### config.mk
export PLATFORM = sky130hd
export DESIGN_NAME = imem_loader_flat
export DESIGN_NICKNAME = d
export VERILOG_FILES = /design/src/rtl/imem_loader_pkg.sv /design/src/rtl/imem_loader_if.sv /design/src/rtl/imem_loader_word_assembler.sv /design/src/rtl/imem_loader.sv /design/src/flat_wrapper.sv
export SDC_FILE = /design/constraint.sdc
export NUM_CORES = 1
export LEC_CHECK = 0
export CAP_MARGIN = 25
export CELL_PAD_IN_SITES_DETAIL_PLACEMENT = 0
export CELL_PAD_IN_SITES_GLOBAL_PLACEMENT = 2
export CORE_MARGIN = 10
export CORE_UTILIZATION = 29
export CTS_CLUSTER_SIZE = 14
export DETAILED_ROUTE_END_ITERATION = 12
export HOLD_SLACK_MARGIN = 0.1
export MAX_ROUTING_LAYER = met4
export PLACE_DENSITY = 0.82
export SYNTH_ARGS = -nofsm -noshare
export SYNTH_HDL_FRONTEND = slang
export SYNTH_SLANG_ARGS = --single-unit
### constraint.sdc
create_clock -name clk -period 2.31 [get_ports clk]
set_clock_uncertainty 0.15 [all_clocks]
set_input_delay 0.462 -clock clk [delete_from_list [all_inputs] [get_ports clk]]
set_output_delay 0.462 -clock clk [all_outputs]
set_load 0.05 [all_outputs]
### src/rtl/imem_loader_pkg.sv
// Shared definitions for the instruction-memory boot loader: state encoding,
// word geometry and the default instruction memory depth.
package imem_loader_pkg;

  localparam int IMEM_WORDS     = 32;
  localparam int BYTES_PER_WORD = 4;
  localparam int LANE_W         = $clog2(BYTES_PER_WORD);
  localparam int WORD_W         = 8 * BYTES_PER_WORD;

  typedef enum logic [2:0] {
    IDLE  = 3'd0,
    RECV  = 3'd1,
    WRITE = 3'd2,
    CHECK = 3'd3,
    DONE  = 3'd4
  } state_t;

  function automatic logic is_busy(input state_t s);
    return (s == RECV) || (s == WRITE) || (s == CHECK);
  endfunction

endpackage

### src/rtl/imem_loader_if.sv
// Byte-stream, instruction-memory write and status signals of the boot loader.
// slave = loader side, master = system/driver side.
interface imem_loader_if #(
  parameter int ADDR_W = 5
);
  logic              i_Start;
  logic [ADDR_W:0]   i_Length;
  logic              i_Byte_Valid;
  logic [7:0]        i_Byte;
  logic              o_Byte_Ready;
  logic              o_IM_WriteEn;
  logic [ADDR_W-1:0] o_IM_Addr;
  logic [31:0]       o_IM_WriteData;
  logic              o_Core_Reset;
  logic              o_Busy;
  logic              o_Done;
  logic              o_Error;

  modport master (
    output i_Start, i_Length, i_Byte_Valid, i_Byte,
    input  o_Byte_Ready, o_IM_WriteEn, o_IM_Addr, o_IM_WriteData,
    input  o_Core_Reset, o_Busy, o_Done, o_Error
  );

  modport slave (
    input  i_Start, i_Length, i_Byte_Valid, i_Byte,
    output o_Byte_Ready, o_IM_WriteEn, o_IM_Addr, o_IM_WriteData,
    output o_Core_Reset, o_Busy, o_Done, o_Error
  );
endinterface

### src/rtl/imem_loader_word_assembler.sv
// Packs accepted bytes little-endian into a 32-bit word; word_full marks the
// transfer that fills the top lane.
module word_assembler
  import imem_loader_pkg::*;
(
  input  logic              clk,
  input  logic              reset,
  input  logic              clear,
  input  logic              byte_en,
  input  logic [7:0]        byte_in,
  output logic [WORD_W-1:0] word,
  output logic              word_full
);

  logic [LANE_W-1:0] byte_cnt_q, byte_cnt_d;
  logic [WORD_W-1:0] word_q, word_d;

  always_comb begin
    byte_cnt_d = byte_cnt_q;
    word_d     = word_q;
    if (clear) begin
      byte_cnt_d = '0;
    end else if (byte_en) begin
      word_d[{byte_cnt_q, 3'b000} +: 8] = byte_in;
      byte_cnt_d = byte_cnt_q + 1'b1;
    end
  end

  always_ff @(posedge clk) begin
    if (!reset) begin
      byte_cnt_q <= '0;
      word_q     <= '0;
    end else begin
      byte_cnt_q <= byte_cnt_d;
      word_q     <= word_d;
    end
  end

  assign word_full = byte_en && (byte_cnt_q == LANE_W'(BYTES_PER_WORD - 1));
  assign word      = word_q;

endmodule

### src/rtl/imem_loader.sv
// Boot loader: fills instruction memory from a byte stream while holding the core
// in reset. Define LOADER_CHECKSUM_EN to add a trailing 8-bit checksum byte.
//
// state | meaning
// IDLE  | core held, waiting for i_Start
// RECV  | collecting the bytes of the current word
// WRITE | one-cycle write of the assembled word
// CHECK | waiting for the checksum byte
// DONE  | image loaded, core released
module imem_loader
  import imem_loader_pkg::*;
#(
  parameter int WORDS  = IMEM_WORDS,
  parameter int ADDR_W = 5
) (
  input logic          clk,
  input logic          reset,
  imem_loader_if.slave bus
);

`ifdef LOADER_CHECKSUM_EN
  localparam state_t LAST_NEXT = CHECK;
`else
  localparam state_t LAST_NEXT = DONE;
`endif

  state_t            state_q, state_d;
  logic [ADDR_W:0]   len_q, len_d, word_cnt_q, word_cnt_d, len_sat;
  logic              byte_ready_q, we_q, busy_q, done_q, core_reset_q;
  logic              start_ok, byte_xfer, asm_en, word_full;
  logic [WORD_W-1:0] word;

  assign len_sat   = (bus.i_Length > (ADDR_W+1)'(WORDS)) ? (ADDR_W+1)'(WORDS) : bus.i_Length;
  assign start_ok  = bus.i_Start && ((state_q == IDLE) || (state_q == DONE));
  assign byte_xfer = bus.i_Byte_Valid && byte_ready_q;
  assign asm_en    = byte_xfer && (state_q == RECV);

  word_assembler u_asm (
    .clk       (clk),
    .reset     (reset),
    .clear     (start_ok),
    .byte_en   (asm_en),
    .byte_in   (bus.i_Byte),
    .word      (word),
    .word_full (word_full)
  );

  always_comb begin
    state_d    = state_q;
    len_d      = len_q;
    word_cnt_d = word_cnt_q;
    case (state_q)
      IDLE, DONE: begin
        if (bus.i_Start) begin
          len_d      = len_sat;
          word_cnt_d = '0;
          state_d    = (len_sat == '0) ? LAST_NEXT : RECV;
        end
      end
      RECV: begin
        if (word_full) state_d = WRITE;
      end
      WRITE: begin
        word_cnt_d = word_cnt_q + 1'b1;
        state_d    = (word_cnt_d == len_q) ? LAST_NEXT : RECV;
      end
      CHECK: begin
        if (byte_xfer) state_d = DONE;
      end
      default: state_d = IDLE;
    endcase
  end

  // Outputs are registered from the next state so they line up with state_q.
  always_ff @(posedge clk) begin
    if (!reset) begin
      state_q      <= IDLE;
      len_q        <= '0;
      word_cnt_q   <= '0;
      byte_ready_q <= 1'b0;
      we_q         <= 1'b0;
      busy_q       <= 1'b0;
      done_q       <= 1'b0;
      core_reset_q <= 1'b1;
    end else begin
      state_q      <= state_d;
      len_q        <= len_d;
      word_cnt_q   <= word_cnt_d;
      byte_ready_q <= (state_d == RECV) || (state_d == CHECK);
      we_q         <= (state_d == WRITE);
      busy_q       <= is_busy(state_d);
      done_q       <= (state_d == DONE);
      core_reset_q <= (state_d != DONE);
    end
  end

`ifdef LOADER_CHECKSUM_EN
  logic [7:0] sum_q, sum_d;
  logic       error_q, error_d;

  always_comb begin
    sum_d   = sum_q;
    error_d = error_q;
    if (start_ok) begin
      sum_d   = '0;
      error_d = 1'b0;
    end else if (asm_en) begin
      sum_d = sum_q + bus.i_Byte;
    end else if (byte_xfer && (state_q == CHECK)) begin
      error_d = (bus.i_Byte != sum_q);
    end
  end

  always_ff @(posedge clk) begin
    if (!reset) begin
      sum_q   <= '0;
      error_q <= 1'b0;
    end else begin
      sum_q   <= sum_d;
      error_q <= error_d;
    end
  end

  assign bus.o_Error = error_q;
`else
  assign bus.o_Error = 1'b0;
`endif

  assign bus.o_Byte_Ready   = byte_ready_q;
  assign bus.o_IM_WriteEn   = we_q;
  assign bus.o_IM_Addr      = we_q ? word_cnt_q[ADDR_W-1:0] : '0;
  assign bus.o_IM_WriteData = we_q ? word : '0;
  assign bus.o_Core_Reset   = core_reset_q;
  assign bus.o_Busy         = busy_q;
  assign bus.o_Done         = done_q;

endmodule

### src/flat_wrapper.sv
// flat-port wrapper written by rule: the top's interface ports become plain ports
module imem_loader_flat import imem_loader_pkg::*;
#(
  parameter int WORDS  = IMEM_WORDS,
  parameter int ADDR_W = 5
)
  (clk, reset, bus_i_Start, bus_i_Length, bus_i_Byte_Valid, bus_i_Byte, bus_o_Byte_Ready, bus_o_IM_WriteEn, bus_o_IM_Addr, bus_o_IM_WriteData, bus_o_Core_Reset, bus_o_Busy, bus_o_Done, bus_o_Error);
  imem_loader_if #(.ADDR_W(ADDR_W)) bus_i ();
  input logic clk;
  input logic reset;
  input wire logic [$bits(bus_i.i_Start)-1:0] bus_i_Start;
  input wire logic [$bits(bus_i.i_Length)-1:0] bus_i_Length;
  input wire logic [$bits(bus_i.i_Byte_Valid)-1:0] bus_i_Byte_Valid;
  input wire logic [$bits(bus_i.i_Byte)-1:0] bus_i_Byte;
  output wire logic [$bits(bus_i.o_Byte_Ready)-1:0] bus_o_Byte_Ready;
  output wire logic [$bits(bus_i.o_IM_WriteEn)-1:0] bus_o_IM_WriteEn;
  output wire logic [$bits(bus_i.o_IM_Addr)-1:0] bus_o_IM_Addr;
  output wire logic [$bits(bus_i.o_IM_WriteData)-1:0] bus_o_IM_WriteData;
  output wire logic [$bits(bus_i.o_Core_Reset)-1:0] bus_o_Core_Reset;
  output wire logic [$bits(bus_i.o_Busy)-1:0] bus_o_Busy;
  output wire logic [$bits(bus_i.o_Done)-1:0] bus_o_Done;
  output wire logic [$bits(bus_i.o_Error)-1:0] bus_o_Error;
  assign bus_i.i_Start = bus_i_Start;
  assign bus_i.i_Length = bus_i_Length;
  assign bus_i.i_Byte_Valid = bus_i_Byte_Valid;
  assign bus_i.i_Byte = bus_i_Byte;
  assign bus_o_Byte_Ready = bus_i.o_Byte_Ready;
  assign bus_o_IM_WriteEn = bus_i.o_IM_WriteEn;
  assign bus_o_IM_Addr = bus_i.o_IM_Addr;
  assign bus_o_IM_WriteData = bus_i.o_IM_WriteData;
  assign bus_o_Core_Reset = bus_i.o_Core_Reset;
  assign bus_o_Busy = bus_i.o_Busy;
  assign bus_o_Done = bus_i.o_Done;
  assign bus_o_Error = bus_i.o_Error;
  imem_loader #(.WORDS(WORDS), .ADDR_W(ADDR_W)) u_core (.clk(clk), .reset(reset), .bus(bus_i));
endmodule
=== Word-level counts from Yosys, hierarchy flattened ===
Cells that the tools add are included.

* Word-level logic and storage cells: 58
* Register bits after elaboration: 54
* Output and inout bits: 43
* Input bits: 18

* Bitwise gates (word level): 2
* Reductions and logical operators: 16
* Muxes and demuxes: 12
* Shifts and indexed selects: 2
* Order comparisons: 1
* $add $sub $neg: 3
* Eq/ne operators: 12

{| class="wikitable"
|+ Operator list
! operator !! count
|-
| 32-bit bitwise mux || 1
|-
| 32-bit 2-to-1 mux || 1
|-
| 8-bit by 7-bit variable shift with 32-bit output (first input constant) || 1
|-
| 8-bit by 7-bit variable part select with 32-bit output || 1
|-
| 3-bit 2-to-1 mux || 5
|-
| 3-bit by 2-bit == test with 1-bit output (second input constant) || 4
|-
| 6-bit 2-to-1 mux || 2
|-
| 3-bit case mux with 4 select lines || 1
|-
| 6-bit case mux with 2 select lines || 1
|-
| 5-bit negation with 7-bit output || 1
|-
| 6-bit by 1-bit adder with 6-bit output (second input constant) || 1
|-
| 3-bit by 1-bit == test with 1-bit output (second input constant) || 2
|-
| 3-bit == test (second input constant) || 2
|-
| 6-bit == test || 1
|-
| 6-bit > comparator (second input constant) || 1
|-
| 6-bit zero test || 1
|-
| 2-bit AND reduction || 3
|-
| 5-bit 2-to-1 mux || 1
|-
| 1-bit logical AND || 4
|-
| 1-bit logical OR || 4
|-
| 2-bit OR reduction || 2
|-
| 3-bit zero test || 1
|-
| 3-bit != test (second input constant) || 1
|-
| 2-bit by 1-bit adder with 2-bit output (second input constant) || 1
|-
| 4 further kinds || 5
|}

=== Logic depth before layout (Yosys ltp) ===
Gate-level depths: netlist of the first run.

* Depth after elaboration: 9
* Depth in mapped cells: 6
* Depth with buffers taken out: 6

=== By module ===
From an unflattened synthesis of the first run, not the netlist that was laid out.

* Cell total of the unflattened synthesis: 295
* Area, all modules: 2656.3 µm²

{| class="wikitable"
|+ By module, submodules not included
! module !! cells an instance !! times used !! area an instance (µm²) !! sequential area each (µm²)
|-
| word_assembler || 133 || 1 || 1380.1 || 680.7
|-
| imem_loader || 162 || 1 || 1276.2 || 400.4
|}

=== Least setup slack after synthesis of the first run ===
No wires, ideal clock.

* Path kind: flip-flop to output port
* Start point: reg u_core.we_q (netlist: u_core.bus.o_IM_WriteEn)
* End point: out bus_o_IM_Addr[0]
* Data required time: 1.698 ns
* Stages on the path, launching flop included: 3
* Path slack: 0.284 ns
* Arrival time: 1.414 ns
* Cells stage by stage: dfxtp_1 -> clkbuf_1 -> and2_1

* Cells in the longest elaborated chain, start to end: 1

{| class="wikitable"
|+ RTL lines
! item !! RTL line !! text
|-
| from (decl) || imem_loader.sv:29 || <nowiki>logic byte_ready_q, we_q, busy_q, done_q, core_reset_q;</nowiki>
|-
| from (signal assigned) || imem_loader.sv:90 || <nowiki>we_q <= (state_d == WRITE);</nowiki>
|-
| 5-bit 2-to-1 mux || imem_loader.sv:131 || <nowiki>assign bus.o_IM_Addr = we_q ? word_cnt_q[ADDR_W-1:0] : '0;</nowiki>
|-
| to (decl) || flat_wrapper.sv:17 || <nowiki>output wire logic [$bits(bus_i.o_IM_Addr)-1:0] bus_o_IM_Addr;</nowiki>
|}

No other way between the ends.

=== Final worst setup path of the first run ===
* Start point: reg u_core.byte_ready_q (netlist: u_core.bus.o_Byte_Ready)
* End point: out bus_o_Byte_Ready

{| class="wikitable"
|+ RTL lines
! item !! RTL line !! text
|-
| from (decl) || imem_loader.sv:29 ||
|-
| from (signal assigned) || imem_loader.sv:89 || <nowiki>byte_ready_q <= (state_d == RECV) || (state_d == CHECK);</nowiki>
|-
| to (decl) || flat_wrapper.sv:15 || <nowiki>output wire logic [$bits(bus_i.o_Byte_Ready)-1:0] bus_o_Byte_Ready;</nowiki>
|}

No word-level cell between the ends.

==> flow_summary.ini, run 1 <==
[sta]
drv_slew = 0
min_period_over_period_pct = 89.68
tns_ns = 0
grt_setup_unrepaired = false
setup_violations = 0
tightest_slew_ns = 0.5088
min_period_ns = 2.072
slew_headroom_pct = 65.98
fmax_mhz = 482.7
hold_viol_final = 0

[setup_path]
r2r_cells = 6
max_stage_delay_ns = 0.81
cp_data_required_time_ns = 1.70
cp_max_fo = 3
arrival_ns = 1.46
critPathCaptureType = output port
critPathKind = reg -> out
crit_slowest_cell = clkdlybuf4s50_1
r2r_end = u_core.bus.o_Byte_Ready
critical-path-top-delay-family = buffers and inverters
crit_path_start_kind = flop
critPathBufInv = 1
reg2reg_slack_ns = 0.26
r2r_start = u_core.word_cnt_q[0]
crit_path_cell_trace = clkdlybuf4s50_1

[cts]
h-tree-depth = 2
cts_buffers = 5
cts_resized = 0
ctsHoldBuffers = 0
clockBufferDepth = 2
clk_pin_slew_worst_paths_ns = 0.09
cts.sinks = 54
root_buffer = clkbuf_8
clk_latency_ns = 0.31
cts_setup_buffers = 0
cts_tree = done

[hold_path]
holdPathStages = 2
min-delay-start = u_core.u_asm.word[3]
min_to = u_core.u_asm.word[3]
hold_class = reg -> reg

[yosys]
yosysWarningCount = 0
synth_cell_types = 41
synth_nets = 345
synthXorXnorAreaFrac_pct = 2.915
synth_edf_count = 0
synth-simple-area-share_pct = 34.61
synth_top_area_cell = dfxtp_1
synth_fa_ha_area_share_pct = 2.776
synth-compound-area-share_pct = 15.96
synth_ff_type = dfxtp_1
synth_top_family_by_area = simple AND/OR/NAND/NOR gates
syn-instance-count = 321
netlist_area_mm2 = 0.002704
async_reset_ff_share_pct = 0
synth_area_leaders = dfxtp_1 (40%), and2_1 (10%), a21boi_1 (8.9%), nand2_1 (6.9%), nand3_1 (6.5%)
synth_seq_cells = 54
syn-mean-instance-area_um2 = 8.423
yosys-mux-area-fraction_pct = 0.3702
yosysSeqAreaShare_pct = 39.98
yosysTopAreaCellShare_pct = 39.98

[die]
start_util_pct = 29.54
fp.dieW_um = 116.6
die-area_mm2 = 0.01359
fp-row-count = 35
fp.dieH_um = 116.6
core_area_mm2 = 0.009153
io_pins = 61

[final_layout]
fin_nets = 411
drive_gt1_share_pct = 17.01
layout.cells.non_filler = 499
num_antenna_cells = 0
area_delta_synth_final_pct = 47.99

[drt]
drt_pre_antenna_iters = 4
dr_wl_met3_um = 351
wl_met1_mm = 3.453
vias = 2377
drt_iter0_drc = 57
dr.max_layer_used = met4
drtAntennaViolNets = 0
met2WireLength_mm = 3.284
drc = 0
post_drt_wl_per_cell_um = 14.29
wl_mm = 7.133
vias_per_cell = 4.764

[global_route]
grt_start_max_net_pins = 39
antenna_found_initial = 0
overflow = 0
grt_usage_pct = 11.01
grt_pass1_vias = 2253
grt_pass1_wl_mm = 11.67

[power]
power.density_mw_per_mm2 = 472.6
peakVddDrop_v = 0.0002228
p_leak_uw = 0.001449

[place]
hpwl_mm = 5.351
dp.cells = 491
port_buffers = 59
gp_congestion = 0.8029

[status]
outcome = complete, no violations

[run]
max_cap_violations = 0
per-stage QoR:
step	instance area [um^2]	total power, uW	hold WS [ns]	setup slack (ns)	utilization [%]
finish	4001	1891	0.2986	0.2384	43.72
global route	4001	1970	0.3200	0.05607	43.72
CTS	4001	1913	0.3037	0.2107	43.72
detailed placement	3859	1137	0.2905	0.05908	42.16
global placement	3859	1137	0.2869	0.02223	42.16
floorplan	2704	1056	0.2762	0.2837	-
power breakdown:
group          internal (uW)  switching [uW]  total, uW
sequential               942            9.33        952
clock                    462             315        778
combinational           77.9            84.1        162
total                   1480             409       1890
cell type report:
| type | instances | area, um^2 |
|---|---|---|
| clock inverters | 2 | 60.06 |
| flip-flops and latches | 54 | 1081 |
| multi-input cells | 250 | 1535 |
| well taps | 111 | 138.9 |
| inverters | 2 | 7.507 |
| clock buffers | 6 | 82.58 |
| repair buffers | 74 | 1096 |
| fillers | 907 | 5151 |
synth_stat cells (all sizes together) (2+ instances only):
cell and count:
nor3b 7, nand3 35, dfxtp 54, a31oi 2, o311a 2, nor4 3, nor2 10, nand3b 6
and3 3, and2 44, o21a 2, nor2b 6, a21oi 5, inv 2, ha 6, clkbuf 9
a21boi 40, xnor2 6, nor3 2, o21ai 4, buf 6, xor2 3, or3 2, nand2 50
state kept, by name (all words and copies together) (netlist names):
signal                   count
u_core.u_asm.word           32
u_core.bus.o_Core_Reset      1
u_core.u_asm.byte_cnt_q      2
u_core.word_cnt_q            6
u_core.len_q                 6
u_core.state_q               3
u_core.bus.o_Busy            1
u_core.bus.o_IM_WriteEn      1
u_core.bus.o_Done            1
u_core.bus.o_Byte_Ready      1
kinds of logic (layout without fill, tap and decap cells):
group / count (synthesis) / after routing
fa+ha+maj: 6 / 6
xor+xnor: 9 / 9
buf+inv: 17 / 84
other cells: 1 / 1
mux: 1 / 1
simple gates: 173 / 173
flops: 54 / 54
compound gates: 60 / 60
metal layers:
layer / global-route usage [%] / up-vias
li1: - / 1228
met4: 2.471 / 0
met1: 13.81 / 1086
met5: - / -
met3: 2.619 / 4
met2: 17.57 / 59
placed cells by master, fill, tap and decap left out, types with 2 or more instances in the layout:
cell / instances
or3_1: 2
and3_1: 3
nor2b_1: 6
bufinv_16: 2
o21ai_0: 4
nor3b_1: 5
ha_1: 6
buf_4: 14
a21boi_1: 32
nand3_1: 35
nor2_1: 10
dfxtp_1: 54
o311a_1: 2
nand3b_1: 6
buf_12: 39
clkdlybuf4s50_1: 21
a21boi_0: 8
nor4_1: 2
xor2_1: 3
inv_1: 2
xnor2_1: 6
nor3_1: 2
nand2_1: 50
a21oi_1: 5
clkbuf_8: 6
o21a_1: 2
a31oi_1: 2
and2_1: 44
worst max-delay path by stage:
stage	start	endpoint	slack [ns]	cells after the start
final	u_core.bus.o_Byte_Ready	bus_o_Byte_Ready	0.24	1
after global placement	bus_i_Length[4]	u_core.bus.o_Byte_Ready	0.02	7
after CTS	u_core.bus.o_Byte_Ready	bus_o_Byte_Ready	0.21	1
after global routing	u_core.word_cnt_q[0]	u_core.bus.o_Byte_Ready	0.06	6
after detailed placement	bus_i_Length[4]	u_core.bus.o_Byte_Ready	0.06	7
after floorplan	u_core.bus.o_IM_WriteEn	bus_o_IM_Addr[0]	0.28	2
Note: power is estimated with default switching activity, not from simulation.
==> run 2, diff against run 1 <==
--- a/config.mk
+++ b/config.mk
@@ -5,16 +5,17 @@
 export SDC_FILE = /design/constraint.sdc
 export NUM_CORES = 1
 export LEC_CHECK = 0
+export ABC_AREA = 1
 export CAP_MARGIN = 25
 export CELL_PAD_IN_SITES_DETAIL_PLACEMENT = 0
 export CELL_PAD_IN_SITES_GLOBAL_PLACEMENT = 2
 export CORE_MARGIN = 10
-export CORE_UTILIZATION = 29
+export CORE_UTILIZATION = 27
 export CTS_CLUSTER_SIZE = 14
 export DETAILED_ROUTE_END_ITERATION = 12
 export HOLD_SLACK_MARGIN = 0.1
 export MAX_ROUTING_LAYER = met4
-export PLACE_DENSITY = 0.82
+export PLACE_DENSITY = 0.81
 export SYNTH_ARGS = -nofsm -noshare
 export SYNTH_HDL_FRONTEND = slang
 export SYNTH_SLANG_ARGS = --single-unit
==> run 2 against run 1 <==
  * Worst setup slack worse by 0.013 ns
  * First-iteration DRC count grew to 2.6 times the previous value
  * Critical endpoint unchanged
  * Global-route usage is 0.21 points higher
  * Clock power decreased by 20%
  * Synthesized cell count up 21%
  * Final cell count up 16%
==> flow_summary.ini, run 2 <==
[sta]
drv_slew = 0
setup_violations = 0
min_period_over_period_pct = 90.25
min_period_ns = 2.085
slew_headroom_pct = 66.39
tns_ns = 0
timing.hold.ws_ns = 0.3238
tightest_slew_ns = 0.5025
hold_viol_final = 0
fmax_mhz = 479.7
grt_setup_unrepaired = false

[global_route]
grt_pass1_wl_mm = 13.14
grt_pass1_vias = 2633
grt_usage_pct = 11.22
overflow = 0
grt_start_max_net_pins = 22
antenna_found_initial = 0

[cts]
cts_buffers = 5
ctsHoldBuffers = 0
cts.sinks = 54
cts_resized = 0
clockBufferDepth = 2
root_buffer = clkbuf_8
cts_tree = done
h-tree-depth = 2
clk_pin_slew_worst_paths_ns = 0.10
cts_setup_buffers = 0
clk_latency_ns = 0.30

[die]
die-area_mm2 = 0.01455
fp-row-count = 36
fp.dieW_um = 120.6
start_util_pct = 27.84
fp.dieH_um = 120.6
core_area_mm2 = 0.009819
io_pins = 61

[drt]
drc = 0
vias = 2623
drt_pre_antenna_iters = 4
dr.max_layer_used = met4
dr_wl_met3_um = 260
met2WireLength_mm = 3.685
post_drt_wl_per_cell_um = 13.45
wl_mm = 7.803
vias_per_cell = 4.522
drtAntennaViolNets = 0
wl_met1_mm = 3.799
drt_iter0_drc = 151

[final_layout]
mostFrequentLayoutCell = nand2_1
multiInputGateArea_mm2 = 0.001301
area.sequential_mm2 = 0.001081
largest_reg_flops = 32
final_cell_mix = nand2_1 (90), inv_1 (54), dfxtp_1 (54), buf_12 (38), a21oi_1 (34)
fin_area_mm2 = 0.003958
drive_gt1_share_pct = 18.79
num_antenna_cells = 0
fin_nets = 470
fillerInstances = 1058
layout.cells.non_filler = 580
area_delta_synth_final_pct = 44.76

[power]
combPwrFrac_pct = 9.5
p_switching_uw = 411.9
p_leak_uw = 0.001869
p_clk_share_pct = 35.6
switching_share_pct = 23.59
peakVddDrop_v = 0.0002445
power.density_mw_per_mm2 = 441.1
intPower_uw = 1334
seq_power_share_pct = 54.9

[setup_path]
arrival_ns = 1.47
max_stage_delay_ns = 0.81
crit_path_cell_trace = clkdlybuf4s50_1
critPathBufInv = 1
cp_max_fo = 3
critPathKind = reg -> out
critPathCaptureType = output port
critical-path-top-delay-family = buffers and inverters
crit_slowest_cell = clkdlybuf4s50_1
crit_path_start_kind = flop
cp_data_required_time_ns = 1.70

[yosys]
synth_edf_count = 0
synth_seq_cells = 54
synth_cell_types = 33
synth_nets = 411
synth_ff_type = dfxtp_1
netlist_area_mm2 = 0.002734
async_reset_ff_share_pct = 0
yosysTopAreaCellShare_pct = 39.54
yosysWarningCount = 0
ys_top_cells_by_count = nand2_1 (90), dfxtp_1 (54), inv_1 (54), a21oi_1 (34), nand3_1 (25)
synth_area_leaders = dfxtp_1 (40%), nand2_1 (12%), inv_1 (7.4%), a21oi_1 (6.2%), nand3_1 (4.6%)
syn-mean-instance-area_um2 = 7.064
synth.most_common_cell = nand2_1
synth_top_area_cell = dfxtp_1
syn-instance-count = 387
yosysSeqAreaShare_pct = 39.54

[place]
placed_area_mm2 = 0.003851
port_buffers = 59
gp_congestion = 0.8190
hpwl_mm = 6.052
dp.cells = 572

[status]
outcome = complete, no violations

[run]
max_cap_violations = 0

[hold_path]
hold_class = reg -> reg
## run 2: cell types whose count changed after synthesis, moves of 9 or more
cell      change
a21boi_1     -32
o21ai_0      +20
inv_1        +52
o211a_1      +12
nand4_1       +9
nand2_1      +40
nand3_1      -10
inv_2        +12
and2_1       -44
a21oi_1      +29
## run 2: power by group through the flow
stage / sequential (uW) / clock [uW] / combinational (uW)
2_1_floorplan: 995 / 0 / 76.0
3_3_place_gp: 979 / 0 / 167
3_5_place_dp: 979 / 0 / 167
4_1_cts: 958 / 646 / 167
5_1_grt: 960 / 684 / 183
6_report: 958 / 622 / 166
## run 2: through the flow
| step | setup slack [ns] | power, uW | utilization [%] |
|---|---|---|---|
| 2_1_floorplan | 0.09197 | 1071 | - |
| 3_3_place_gp | 0.1497 | 1146 | 39.22 |
| 5_1_grt | 0.06647 | 1828 | 40.30 |
| 6_report | 0.2253 | 1746 | 40.30 |
| 3_5_place_dp | 0.09981 | 1146 | 39.22 |
| 4_1_cts | 0.2056 | 1772 | 40.30 |
## run 2: cell type report
type                            instances  share of cell area, %
Clock inverter                          1                 0.7588
Multi-Input combinational cell        248                  32.88
Inverter                               68                  6.481
Sequential cell                        54                  27.32
Timing Repair Buffer                   69                  26.43
Clock buffer                            7                  1.929
Tap cell                              133                  4.205
## run 2: worst paths after layout
| path | to | start | slack, ns | depth (start not counted) |
|---|---|---|---|---|
| max reg2reg | u_core.bus.o_Busy | u_core.word_cnt_q[1] | 0.34 | 10 |
| min reg2reg | u_core.u_asm.word[0] | u_core.u_asm.word[0] | 0.32 | 2 |
| min | u_core.u_asm.word[0] | u_core.u_asm.word[0] | 0.32 | 2 |
| max | bus_o_Byte_Ready | u_core.bus.o_Byte_Ready | 0.23 | 1 |
## run 2: routing by layer
metal | track usage [%] | vias up
li1 | - | 1347
met1 | 14.31 | 1218
met2 | 17.95 | 52
met3 | 2.327 | 6
met4 | 2.262 | 0
met5 | - | -
## run 2: kinds of logic after synthesis
group / after synthesis / synth area share [%]
simple gates: 160 / 26.59
buf+inv: 85 / 12.86
compound gates: 79 / 17.48
flops: 54 / 39.54
fa+ha+maj: 6 / 2.746
xor+xnor: 2 / 0.6408
other cells: 1 / 0.1372
==> run 3, diff against run 2 <==
--- a/config.mk
+++ b/config.mk
@@ -10,12 +10,12 @@
 export CELL_PAD_IN_SITES_DETAIL_PLACEMENT = 0
 export CELL_PAD_IN_SITES_GLOBAL_PLACEMENT = 2
 export CORE_MARGIN = 10
-export CORE_UTILIZATION = 27
+export CORE_UTILIZATION = 30
 export CTS_CLUSTER_SIZE = 14
 export DETAILED_ROUTE_END_ITERATION = 12
 export HOLD_SLACK_MARGIN = 0.1
 export MAX_ROUTING_LAYER = met4
-export PLACE_DENSITY = 0.81
+export PLACE_DENSITY = 0.89
 export SYNTH_ARGS = -nofsm -noshare
 export SYNTH_HDL_FRONTEND = slang
 export SYNTH_SLANG_ARGS = --single-unit
==> constraint.sdc (replaced) <==
create_clock -name clk -period 2.5 [get_ports clk]
set_clock_uncertainty 0.15 [all_clocks]
set_input_delay 0.5 -clock clk [delete_from_list [all_inputs] [get_ports clk]]
set_output_delay 0.5 -clock clk [all_outputs]
set_load 0.05 [all_outputs]
==> run 3 against run 2 <==
  * Clock power down 16%
  * Worst setup slack better by 0.13 ns
  * Power down 11%
  * Die area down 8.4%
  * Non-clock buffer count down 4
  * Core utilization up 3.9 points
  * Final cell count down 5.0%
  * Largest cell class unchanged
  * Wire length down 3.5%
  * Sequential cell count unchanged
  * First-iteration DRC count down 2.0%
  * Critical endpoint is now u_core.u_asm.word[18]
  * Critical path depth up 7
==> flow_summary.ini, run 3 (same netlist as run 2, synthesis figures left out) <==
[die]
fp.dieH_um = 115.5
fp-row-count = 34
io_pins = 61
core_area_mm2 = 0.008806
fp.dieW_um = 115.5
start_util_pct = 31.05
die-area_mm2 = 0.01333

[cts]
cts.sinks = 54
clk_pin_slew_worst_paths_ns = 0.10
cts_buffers = 5
root_buffer = clkbuf_8
cts_resized = 0
ctsHoldBuffers = 0
cts_setup_buffers = 0
clockBufferDepth = 2
cts_tree = done
clk_latency_ns = 0.30
h-tree-depth = 2

[final_layout]
fin_nets = 466
final_cell_mix = nand2_1 (90), inv_1 (54), dfxtp_1 (54), buf_12 (38), a21oi_1 (34)
mostFrequentLayoutCell = nand2_1
area_delta_synth_final_pct = 42.29
drive_gt1_share_pct = 18.51
num_antenna_cells = 0
largest_reg_flops = 32

[sta]
timing.hold.ws_ns = 0.3226
drv_slew = 0
min_period_ns = 2.146
tns_ns = 0
hold_viol_final = 0
slew_headroom_pct = 62.83
fmax_mhz = 466.0
grt_setup_unrepaired = false
tightest_slew_ns = 0.5545
min_period_over_period_pct = 85.84
setup_violations = 0

[drt]
drt_iter0_drc = 148
drtAntennaViolNets = 0
wl_mm = 7.527
post_drt_wl_per_cell_um = 13.66
drc = 0
vias = 2608
vias_per_cell = 4.733
drt_pre_antenna_iters = 4

[place]
gp_congestion = 0.8054
hpwl_mm = 5.756
port_buffers = 59

[global_route]
grt_usage_pct = 12.23
grt_pass1_vias = 2671
overflow = 0
grt_pass1_wl_mm = 12.95
grt_start_max_net_pins = 39
antenna_found_initial = 0

[setup_path]
critPathKind = reg -> reg
r2r_end = u_core.u_asm.word[18]
reg2reg_slack_ns = 0.35
r2r_start = u_core.u_asm.byte_cnt_q[0]
r2r_cells = 8
cp_max_fo = 9
critPathCaptureType = flop
arrival_ns = 2.24
cp_data_required_time_ns = 2.60
crit_path_start_kind = flop

[status]
outcome = complete, no violations

[power]
power.density_mw_per_mm2 = 400.9
p_leak_uw = 0.001846
finalPower_uw = 1560
peakVddDrop_v = 0.0002545

[hold_path]
hold_class = reg -> reg
min_to = u_core.u_asm.word[9]
holdPathStages = 2
min-delay-start = u_core.u_asm.word[9]

[run]
max_cap_violations = 0
-- run 3: report_power, final --
part	switching [uW]	internal, uW	total [uW]
sequential	9.48	875	885
clock	295	229	524
combinational	94.1	56.5	151
total	399	1160	1560
-- run 3: how the worst max path moves through the flow --
stage,from,to,slack [ns],depth (start not counted)
global placement,bus_i_Byte_Valid,u_core.bus.o_Busy,0.37,10
detailed placement,bus_i_Byte_Valid,u_core.u_asm.word[27],0.29,8
floorplan,u_core.bus.o_IM_WriteEn,bus_o_IM_Addr[0],0.24,4
CTS,u_core.word_cnt_q[0],u_core.bus.o_Busy,0.36,10
finish,u_core.u_asm.byte_cnt_q[0],u_core.u_asm.word[18],0.35,8
global route,u_core.u_asm.byte_cnt_q[0],u_core.u_asm.word[19],0.09,8
-- run 3: cell type report --
class / count / area [um^2]
fill: 900 / 4916
multi-input combinational: 248 / 1301
sequential: 54 / 1081
timing repair buffer: 65 / 1016
inverter: 68 / 256.5
tap: 108 / 135.1
clock buffer: 6 / 82.58
clock inverter: 2 / 17.52
-- run 3: worst max-delay path: stages, from the launching register on --
cell and delay (ns):
dfxtp_1 0.34, inv_1 0.13, ha_1 0.48, inv_1 0.17, nor2_2 0.22, inv_1 0.06, nor2_1 0.30, nand3_1 0.12
a21oi_1 0.13
-- run 3: per-layer routing --
layer | track usage [%] | vias up | share of wire (%)
met1 | 15.04 | 1187 | 47
li1 | - | 1343 | -
met4 | 2.956 | 0 | 0.94
met5 | - | - | 0
met2 | 19.41 | 72 | 46
met3 | 3.411 | 6 | 5.9
-- run 3: metrics by stage --
| stage | cell area [um^2] | cells | setup WS (ns) | utilization (%) |
|---|---|---|---|---|
| 3_5_place_dp | 3790 | 543 | 0.2894 | 43.04 |
| 5_1_grt | 3890 | 551 | 0.09042 | 44.17 |
| 4_1_cts | 3890 | 551 | 0.3576 | 44.17 |
| 2_1_floorplan | 2734 | 387 | 0.2440 | - |
| 3_3_place_gp | 3790 | 543 | 0.3653 | 43.04 |
| 6_report | 3890 | 551 | 0.3539 | 44.17 |
